File: src/rtl/stream_demux_n_pkg.sv
// Shared definitions for the 1-to-N stream demultiplexer.
//   - default widths for the block parameters
//   - holding-stage state encoding (EMPTY / BUSY)
package stream_demux_n_pkg;

  localparam int DEF_DATA_W = 8;
  localparam int DEF_N_OUT  = 4;
  localparam int DEF_SEL_W  = 2;
  localparam int DEF_CNT_W  = 8;

  // EMPTY: nothing held. BUSY: a beat is held and at least one channel still owes a handshake.
  typedef enum logic {
    ST_EMPTY = 1'b0,
    ST_BUSY  = 1'b1
  } state_e;

endpackage

File: src/rtl/stream_demux_n.sv
// stream_demux_n: 1-to-N stream demultiplexer with a single registered holding stage.
// A beat is routed to channel in_sel, or to every channel when in_bcast=1. Each
// channel has its own valid/ready handshake. The beat stays held until every targeted
// channel has taken it. Beats whose select is out of range are consumed, dropped and counted.
// Ports:
//   clk, rst_n                    clock, async active-low reset
//   in_valid/in_ready             producer handshake
//   in_data, in_sel, in_bcast     payload, destination index, broadcast flag
//   out_valid/out_ready [N_OUT]   per-channel handshake
//   out_data [N_OUT*DATA_W]       every slice carries the held payload
//   err_drop                      one-cycle pulse after a dropped beat
//   drop_cnt                      saturating count of dropped beats
module stream_demux_n
  import stream_demux_n_pkg::*;
#(
  parameter int DATA_W = DEF_DATA_W,
  parameter int N_OUT  = DEF_N_OUT,
  parameter int SEL_W  = DEF_SEL_W,
  parameter int CNT_W  = DEF_CNT_W
) (
  input  logic                    clk,
  input  logic                    rst_n,
  input  logic                    in_valid,
  output logic                    in_ready,
  input  logic [DATA_W-1:0]       in_data,
  input  logic [SEL_W-1:0]        in_sel,
  input  logic                    in_bcast,
  output logic [N_OUT-1:0]        out_valid,
  input  logic [N_OUT-1:0]        out_ready,
  output logic [N_OUT*DATA_W-1:0] out_data,
  output logic                    err_drop,
  output logic [CNT_W-1:0]        drop_cnt
);

  // One extra bit so codes equal to N_OUT still compare correctly when SEL_W == clog2(N_OUT).
  localparam logic [SEL_W:0]   N_OUT_S = N_OUT[SEL_W:0];
  localparam logic [N_OUT-1:0] ONE_N   = {{(N_OUT-1){1'b0}}, 1'b1};

  state_e                state_q, state_d;
  logic [DATA_W-1:0]     data_q, data_d;
  logic [N_OUT-1:0]      pend_q, pend_d;
  logic                  err_q, err_d;
  logic [CNT_W-1:0]      cnt_q, cnt_d;

  logic                  busy, done, accept, sel_ok;
  logic [N_OUT-1:0]      fire;

  assign busy      = (state_q == ST_BUSY);
  assign out_valid = {N_OUT{busy}} & pend_q;
  assign fire      = out_valid & out_ready;
  assign done      = busy & ((pend_q & ~fire) == '0);
  // Combinational from out_ready so a retiring beat can be replaced without a bubble.
  assign in_ready  = !busy | done;
  assign accept    = in_valid & in_ready;
  assign sel_ok    = ({1'b0, in_sel} < N_OUT_S);

  assign err_drop  = err_q;
  assign drop_cnt  = cnt_q;

  for (genvar i = 0; i < N_OUT; i++) begin : g_out
    assign out_data[i*DATA_W +: DATA_W] = data_q;
  end

  always_comb begin
    state_d = state_q;
    data_d  = data_q;
    pend_d  = pend_q & ~fire;
    err_d   = 1'b0;
    cnt_d   = cnt_q;

    if (busy && pend_d == '0) state_d = ST_EMPTY;

    if (accept) begin
      if (in_bcast) begin
        data_d  = in_data;
        pend_d  = '1;
        state_d = ST_BUSY;
      end else if (sel_ok) begin
        data_d  = in_data;
        pend_d  = ONE_N << in_sel;
        state_d = ST_BUSY;
      end else begin
        // Dropped beat: the held beat (if done) still retires via the defaults above.
        err_d = 1'b1;
        if (cnt_q != '1) cnt_d = cnt_q + 1'b1;
      end
    end
  end

  always_ff @(posedge clk or negedge rst_n) begin
    if (!rst_n) begin
      state_q <= ST_EMPTY;
      data_q  <= '0;
      pend_q  <= '0;
      err_q   <= 1'b0;
      cnt_q   <= '0;
    end else begin
      state_q <= state_d;
      data_q  <= data_d;
      pend_q  <= pend_d;
      err_q   <= err_d;
      cnt_q   <= cnt_d;
    end
  end

endmodule

File: config.mk
export PLATFORM = sky130hd
export DESIGN_NAME = stream_demux_n
export DESIGN_NICKNAME = d
export VERILOG_FILES = /design/src/rtl/stream_demux_n_pkg.sv /design/src/rtl/stream_demux_n.sv
export SDC_FILE = /design/constraint.sdc
export NUM_CORES = 1
export LEC_CHECK = 0
export CAP_MARGIN = 10
export CELL_PAD_IN_SITES_DETAIL_PLACEMENT = 1
export CELL_PAD_IN_SITES_GLOBAL_PLACEMENT = 1
export CORE_MARGIN = 4
export CORE_UTILIZATION = 25
export CTS_CLUSTER_DIAMETER = 100
export CTS_CLUSTER_SIZE = 40
export DETAILED_ROUTE_END_ITERATION = 10
export GPL_ROUTABILITY_DRIVEN = 0
export PLACE_DENSITY = 0.91
export SLEW_MARGIN = 30
export SYNTH_ARGS = -nofsm -noshare
export SYNTH_HDL_FRONTEND = slang
export SYNTH_SLANG_ARGS = --single-unit
File: constraint.sdc
create_clock -name clk -period 2.03 [get_ports clk]
set_input_delay 0.406 -clock clk [delete_from_list [all_inputs] [get_ports clk]]
set_output_delay 0.406 -clock clk [all_outputs]
set_load 0.005 [all_outputs]
### Word level (Yosys, flattened, before mapping)

Index checks and enable logic that the tools add are counted.

* bitwise operators: 7
* reductions and logical operators: 4
* multiplexer cells: 4
* shift operators: 1

Operator list (number)
* $and 4x4->4: 3
* $mux 4: 2
* $logic_not 4->1: 1
* $not 4->4: 1
* $shl 1x2->4 const A: 1
* $and 1x1->1: 2
* $mux 1: 2
* $reduce_bool 2->1: 1
* $logic_and 1x1->1: 1
* $logic_not 1->1: 1
* $or 1x1->1: 1

* input port bits: 18
* word-level logic and storage cells: 19
* flip-flop bits (word level): 13
* output and inout bits: 46

### Depth between registers and ports, before layout

Gate-level depths: netlist of run 1.

* depth in word-level cells: 9
* mapped depth: 5
* gate-level depth less buffers: 3

### Worst setup path after synthesis of run 1

No wires, ideal clock.

* path type: reg-to-output
* from: register pend_q[2]
* to: output port in_ready
* setup slack: 0.339 ns
* path buffers: 2
* stages on the path, launching flop included: 6
* required time: 1.624 ns
* data arrival time: 1.285 ns
* cells stage by stage: dfrtp_1 nor2b_1 buf_2 o41a_1 buf_6 inv_2

* longest elaborated chain between the ends: 7

RTL lines
* from (decl): line stream_demux_n.sv:41 `logic [N_OUT-1:0] pend_q, pend_d;`
* from (signal assigned): line stream_demux_n.sv:100 `pend_q <= pend_d;`
* $and 4x4->4: line stream_demux_n.sv:49 `assign out_valid = {N_OUT{busy}} & pend_q;`
* $and 4x4->4: line stream_demux_n.sv:50 `assign fire = out_valid & out_ready;`
* $not 4->4: line stream_demux_n.sv:51 `assign done = busy & ((pend_q & ~fire) == '0);`
* $and 4x4->4 (*): line stream_demux_n.sv:51
* $logic_not 4->1 (*): line stream_demux_n.sv:51
* $and 1x1->1 (*): line stream_demux_n.sv:51
* $or 1x1->1 (*): line stream_demux_n.sv:53 `assign in_ready = !busy | done;`
* to (decl): line stream_demux_n.sv:24 `output logic in_ready,`

Mark *: on every way between the ends. The rest lies on a longest branch, timed or not.

### Worst setup path after layout of run 1

* from: input port out_ready[2]
* to: output port in_ready

* longest elaborated chain between the ends: 6

RTL lines
* from (decl): line stream_demux_n.sv:29 `input logic [N_OUT-1:0] out_ready,`
* $and 4x4->4: line stream_demux_n.sv:50
* $not 4->4: line stream_demux_n.sv:51
* $and 4x4->4: line stream_demux_n.sv:51
* $logic_not 4->1: line stream_demux_n.sv:51
* $and 1x1->1: line stream_demux_n.sv:51
* $or 1x1->1: line stream_demux_n.sv:53

Every way passes these cells.

==> qor.csv, run 1 <==
stage,metric,value,unit
status,status,"complete, no violations",
power_and_ir_drop,total_leakage_power,0.593,nW
synthesis,synth_xor_area_share,0,%
timing,fmax,508,MHz
synthesis,synthMuxAreaShare,0,%
flow_run,cap_violations,0,
setup_path,worst-path-max-fanout,2,
layout,layout_commonest_cell,clkdlybuf4s50_1,
route,drc,0,
route,dr.pass1.iters,4,
timing,rsz0062_at_grt,false,
floorplan,die_w,72.7,um
power_and_ir_drop,pwr_density_cell,1350,mW/mm^2
floorplan,die_h,72.7,um
clock_tree,ctsHoldBuffers,0,
setup_path,rr_worst_depth,4,
setup_path,crit_path_cell_trace,clkdlybuf4s50_1 > nor2b_1 > o41a_1 > inv_2 > clkdlybuf4s15_2,
global_routing,grt-ovfl-total,0,
timing,finalSetupViolCount,0,
global_routing,antenna_found_initial,0,
timing,worst_clock_skew,4.09,ps
global_routing,grt_max_degree,16,
synthesis,synth_adder_area_share,0,%
route,drtIter0Drc,37,
global_routing,grt_first_pass_wirelength,4810,um
synthesis,synth_top_family_by_area,buffers and inverters,
clock_tree,clock_latency,240,ps
floorplan,ios,64,
setup_path,crit_path_top_delay_cell,clkdlybuf4s50_1,
synthesis,syn_area,0.00105,mm^2
synthesis,yosys.area_share.simple,18.9,%
clock_tree,cts-root-buf,clkbuf_8,
timing,slew_violations,0,
route,vias,934,
clock_tree,cts.path.max_buffers,2,
setup_path,end_kind,output pin,
power_and_ir_drop,p_comb_share,61.5,%
min_path,min_path_type,input port to asynchronous set/reset pin,
floorplan,core_area,0.00403,mm^2
synthesis,ys_ff_latch,13,
power_and_ir_drop,clkPwrFrac,11.8,%
route,wire_per_inst,14.1,um
setup_path,startpoint,out_ready[2],
timing,holdWs,547,ps
power_and_ir_drop,peakVddDrop,0.372,mV
timing,slew_headroom,58.0,%
route,viasPerCell,4.49,
synthesis,ys_seq_area_share,31.1,%
floorplan,initial_core_util,26.0,%
layout,antenna_cells,0,
timing,tightest_slew,628,ps
floorplan,die-area,0.00529,mm^2
synthesis,syn_area_per_cell,8.25,um^2
clock_tree,cts_buffers,3,
timing,period_share,97.0,%
synthesis,ys_types,20,
synthesis,synth-compound-area-share,20.4,%
synthesis,syn_inst,127,
clock_tree,clk_pin_slew,60,ps
global_routing,track_usage,11.3,%
setup_path,critPathLaunchType,input port,
power_and_ir_drop,p_switching,0.000663,W
floorplan,rows,23,
setup_path,r2r_start,pend_q[0],
setup_path,crit_type,input port to output pin,
setup_path,cp.required,1620,ps
layout,final_cell_mix,"clkdlybuf4s50_1 (50), nand2_1 (20), o211ai_1 (12), and2_1 (12), dfrtp_1 (12)",
timing,fin_crit,1970,ps
power_and_ir_drop,power_frac_seq,26.6,%
synthesis,yosysWarnings,0,
clock_tree,htree_levels,1,
power_and_ir_drop,internal_power,0.00134,W
layout,nNetsFinal,177,
setup_path,r2r_setup_slack,500,ps
layout,drive_gt1_share,8.86,%
clock_tree,cts_tree,done,
layout,area_growth,41.3,%
timing,fin_tns_setup,0,ps
setup_path,slowest_delay,500,ps
power_and_ir_drop,switching_share,33.2,%
route,antenna_left,0,
setup_path,worstPathArrival,1560,ps
route,routed_wl,2940,um
clock_tree,cts.sinks,13,
power_and_ir_drop,p_total,0.00200,W
timing,final-hold-violation-count,0,
placed_design,buffer_ports.inserted,54,
global_routing,grt_pass1_vias,1013,
==> final cells by class <==
cell class | count | area [um^2]
repair buffers | 61 | 591
inverters | 2 | 7.51
flip-flops and latches | 13 | 327
well taps | 50 | 62.6
fillers | 481 | 2550
multi-input cells | 78 | 448
clock buffers | 4 | 45.0
==> Yosys cell counts <==
cell,number,area [um^2]
buf_4,33,248
nand2_1,20,75.1
dfrtp_1,13,325
and2_1,12,75.1
o211ai_1,12,90.1
o41ai_1,8,70.1
nor2b_1,6,37.5
clkbuf_1,5,18.8
o21ai_0,3,15.0
o21ai_1,3,15.0
buf_2,2,10.0
buf_6,2,22.5
a21oi_1,1,5.00
conb_1,1,3.75
inv_1,1,3.75
inv_2,1,3.75
nor2_1,1,3.75
o31ai_1,1,7.51
o41a_1,1,11.3
or2_1,1,6.26
==> worst max-delay path, delay by kind of cell <==
kind | cells | cell delay [ps]
compound gates | 1 | 350
buf+inv | 3 | 750
simple gates | 1 | 70
==> stage by stage <==
| step | area [um^2] | setup WS [ps] | cells | util, % |
|---|---|---|---|---|
| global route | 1480 | 5.13 | 208 | 36.7 |
| finish | 1480 | 61.4 | 208 | 36.7 |
| floorplan | 1080 | 339 | 135 | - |
| detailed placement | 1430 | -329 | 204 | 35.6 |
| CTS | 1480 | 54.6 | 208 | 36.7 |
| global placement | 1430 | -307 | 204 | 35.6 |
==> state kept, by name (all words and copies together), names as in the netlist <==
name,flops
data_q,8
busy,1
pend_q,4
==> power groups by stage <==
stage,combinational (W),clock [W],sequential [W]
global placement,0.00121,0,0.000530
global route,0.00133,0.000255,0.000567
floorplan,0.000754,0,0.000502
CTS,0.00125,0.000241,0.000538
finish,0.00123,0.000236,0.000532
detailed placement,0.00124,0,0.000543
==> logic make-up after synthesis <==
family,Yosys count
AO/OA/AOI/OAI,29
buffers and inverters,44
flip-flops,13
other,1
AND/OR/NAND/NOR,40
==> routing by layer <==
| metal | global-route usage [%] | wire length [um] | share of wire [%] | vias up |
|---|---|---|---|---|
| li1 | - | - | - | 454 |
| met1 | 13.8 | 1210 | 41 | 433 |
| met2 | 20.2 | 1470 | 50 | 45 |
| met3 | 2.48 | 234 | 8.0 | 2 |
| met4 | 2.25 | 23 | 0.78 | 0 |
| met5 | 0 | 0 | 0 | - |
==> timing repair <==
item | in CTS | in global routing
pin swaps | 1 | 0
resized for setup | 7 | 1
setup endpoints to repair | 1 | 1
buffers inserted | 0 | 0
gates cloned | 0 | 0
==> final timing paths <==
check / end
setup / recovery: in_ready
hold / removal: data_q[1]
setup reg to reg: busy
hold reg to reg: pend_q[3]
max in group asynchronous: busy
min in group clk: pend_q[3]
No activity file was read; power rests on OpenSTA's default activity.
==> run 2, diff against run 1 <==
--- a/config.mk
+++ b/config.mk
@@ -9,12 +9,13 @@
 export CELL_PAD_IN_SITES_DETAIL_PLACEMENT = 1
 export CELL_PAD_IN_SITES_GLOBAL_PLACEMENT = 1
 export CORE_MARGIN = 4
-export CORE_UTILIZATION = 25
+export CORE_UTILIZATION = 23
 export CTS_CLUSTER_DIAMETER = 100
 export CTS_CLUSTER_SIZE = 40
 export DETAILED_ROUTE_END_ITERATION = 10
 export GPL_ROUTABILITY_DRIVEN = 0
-export PLACE_DENSITY = 0.91
+export PLACE_DENSITY = 0.89
+export REMOVE_ABC_BUFFERS = 1
 export SLEW_MARGIN = 30
 export SYNTH_ARGS = -nofsm -noshare
 export SYNTH_HDL_FRONTEND = slang
==> constraint.sdc (replaced) <==
create_clock -name clk -period 1.7 [get_ports clk]
set_input_delay 0.34 -clock clk [delete_from_list [all_inputs] [get_ports clk]]
set_output_delay 0.34 -clock clk [all_outputs]
set_load 0.005 [all_outputs]
==> qor.csv, run 2 (same netlist as run 1, synthesis figures left out) <==
stage,metric,value,unit,change
status,status,"complete, but fails checks",,
status,violations,negative setup slack,,
setup_path,worstPathArrival,1390,ps,-170 ps
setup_path,r2r_setup_slack,190,ps,-310 ps
timing,final-hold-violation-count,0,,unchanged
global_routing,track_usage,10.7,%,-0.55 points
timing,worst_clock_skew,1.13,ps,-2.95 ps
placed_design,dp_cells,212,,+3.9%
global_routing,grt_pass1_vias,956,,-5.6%
route,viasPerCell,4.44,,-1.2%
layout,area_growth,47.3,%,
power_and_ir_drop,peakVddDrop,0.459,mV,+23%
setup_path,crit_type,flop to output pin,,
clock_tree,cts.path.max_buffers,2,,unchanged
clock_tree,ctsHoldBuffers,0,,unchanged
setup_path,r2r_end,busy,,
route,drc,0,,unchanged
timing,fin_ws,-33.0,ps,-94.4 ps
setup_path,slowest_delay,470,ps,-30 ps
setup_path,crit_path_cell_trace,nor2b_4 > o41a_1 > inv_2 > buf_6,,
clock_tree,cts-root-buf,clkbuf_8,,
layout,largest_register,data_q,,
clock_tree,clock_latency,250,ps,about the same
global_routing,grt_first_pass_wirelength,4620,um,-4.0%
global_routing,antenna_found_initial,0,,unchanged
route,dr.pass1.iters,4,,unchanged
clock_tree,cts_tree,done,,
setup_path,critPathLaunchType,flop,,
layout,nNetsFinal,185,,+4.5%
floorplan,die_w,75.5,um,+3.8%
setup_path,crit_family,compound AO/OA/AOI/OAI gates,,
timing,rsz0062_at_grt,true,,
floorplan,rows,24,,+4.3%
placed_design,buffer_ports.inserted,54,,unchanged
power_and_ir_drop,pwr_density_cell,1600,mW/mm^2,+18%
route,drtIter0Drc,28,,-24%
layout,final_cell_mix,"clkdlybuf4s50_1 (46), nand2_1 (20), buf_4 (15)",,
route,vias,967,,+3.5%
floorplan,initial_core_util,23.9,%,-2.1 points
floorplan,ios,64,,unchanged
timing,fmax,577,MHz,
setup_path,cp.required,1360,ps,-260 ps
timing,fin_crit,1730,ps,
setup_path,rr_worst_depth,4,,unchanged
timing,slew_violations,0,,unchanged
setup_path,r2r_start,pend_q[1],,
clock_tree,htree_levels,1,,unchanged
flow_run,cap_violations,0,,unchanged
floorplan,die-area,0.00570,mm^2,+7.7%
clock_tree,cts_buffers,3,,unchanged
route,wire_per_inst,14.0,um,-0.89%
layout,largest_register_ff_count,8,,unchanged
setup_path,crit_path_top_delay_cell,o41a_1,,
global_routing,grt_max_degree,14,,-2
timing,period_share,102,%,
layout,layout_commonest_cell,clkdlybuf4s50_1,,
route,routed_wl,3050,um,+3.9%
setup_path,end_kind,output pin,,
layout,drive_gt1_share,13.3,%,+4.4 points
min_path,min_path_type,input port to asynchronous set/reset pin,,
layout,instances_no_fill,218,,+4.8%
floorplan,core_area,0.00438,mm^2,+8.8%
route,antenna_left,0,,unchanged
timing,holdWs,393,ps,-154 ps
placed_design,dpl.hpwl,2300,um,
setup_path,path_buf_inv,2,,-1
timing,finalSetupViolCount,1,,+1
layout,antenna_cells,0,,unchanged
floorplan,die_h,75.5,um,+3.8%
power_and_ir_drop,p_total,0.00247,W,+24%
power_and_ir_drop,total_leakage_power,0.646,nW,+9.0%
global_routing,grt-ovfl-total,0,,unchanged
clock_tree,cts.sinks,13,,unchanged
setup_path,worst-path-max-fanout,2,,unchanged
clock_tree,clk_pin_slew,60,ps,about the same
run 2: cell count changes in the layout (fill, tap and decap cells not counted):
cell and change:
nor2b_2 -1, clkdlybuf4s50_1 -4, dlygate4sd2_1 +4, nor2b_4 +1
buf_6 +1, clkdlybuf4s15_2 -1, buf_4 +8
run 2: worst max path at each step:
| stage | from | to | slack [ps] | cells after the start |
|---|---|---|---|---|
| 2_1_floorplan | pend_q[0] | in_ready | 140 | 3 |
| 3_3_place_gp | out_ready[0] | in_ready | -560 | 5 |
| 3_5_place_dp | out_ready[0] | in_ready | -560 | 5 |
| 4_1_cts | pend_q[1] | in_ready | -40 | 4 |
| 5_1_grt | pend_q[1] | in_ready | -70 | 4 |
| 6_report | pend_q[1] | in_ready | -30 | 4 |
run 2: layout make-up:
class,count,area (um^2)
Fill cell,512,2840
Timing Repair Buffer,69,646
Multi-Input combinational cell,78,453
Sequential cell,13,327
Tap cell,52,65.1
Clock buffer,4,45.0
Inverter,2,7.51
run 2: timing repair:
action	4_1_cts	5_1_grt
setup buffers	2	0
pin swaps	1	0
gates cloned	0	0
gates resized for setup	15	0
endpoints found under the setup margin	5	1
run 2: routing by layer:
| layer | share of wire (%) | up-vias | global-route usage, % |
|---|---|---|---|
| met5 | 0 | - | 0 |
| met3 | 5.4 | 5 | 0.923 |
| met1 | 42 | 449 | 14.1 |
| met2 | 49 | 38 | 17.1 |
| met4 | 2.6 | 0 | 6.41 |
| li1 | - | 475 | - |
run 2: worst register-to-register path: stages, from the launching register on:
cell     delay (ps)
dfrtp_1         380
nor2b_4         130
o41a_1          470
buf_4           210
or2_1           210
run 2: power by group:
| part | switching [W] | total [W] | internal (W) |
|---|---|---|---|
| Clock | 0.000122 | 0.000288 | 0.000166 |
| Sequential | 0.000169 | 0.000619 | 0.000450 |
| Combinational | 0.000526 | 0.00156 | 0.00104 |
run 2: per-stage QoR:
step	utilization (%)	setup TNS [ps]	setup WS, ps	cell area [um^2]
4_1_cts	35.2	-43.5	-43.5	1540
2_1_floorplan	-	0	136	778
5_1_grt	35.2	-74.6	-74.6	1540
3_3_place_gp	33.8	-2280	-562	1480
6_report	35.2	-33.0	-33.0	1540
3_5_place_dp	33.8	-2440	-562	1480
==> run 3, diff against run 2 <==
--- a/config.mk
+++ b/config.mk
@@ -16,7 +16,7 @@
 export GPL_ROUTABILITY_DRIVEN = 0
 export PLACE_DENSITY = 0.89
 export REMOVE_ABC_BUFFERS = 1
-export SLEW_MARGIN = 30
+export SLEW_MARGIN = 20
 export SYNTH_ARGS = -nofsm -noshare
 export SYNTH_HDL_FRONTEND = slang
 export SYNTH_SLANG_ARGS = --single-unit
==> results of run 3 <==
The final DEF is identical to that of run 2; final timing and power are the same.
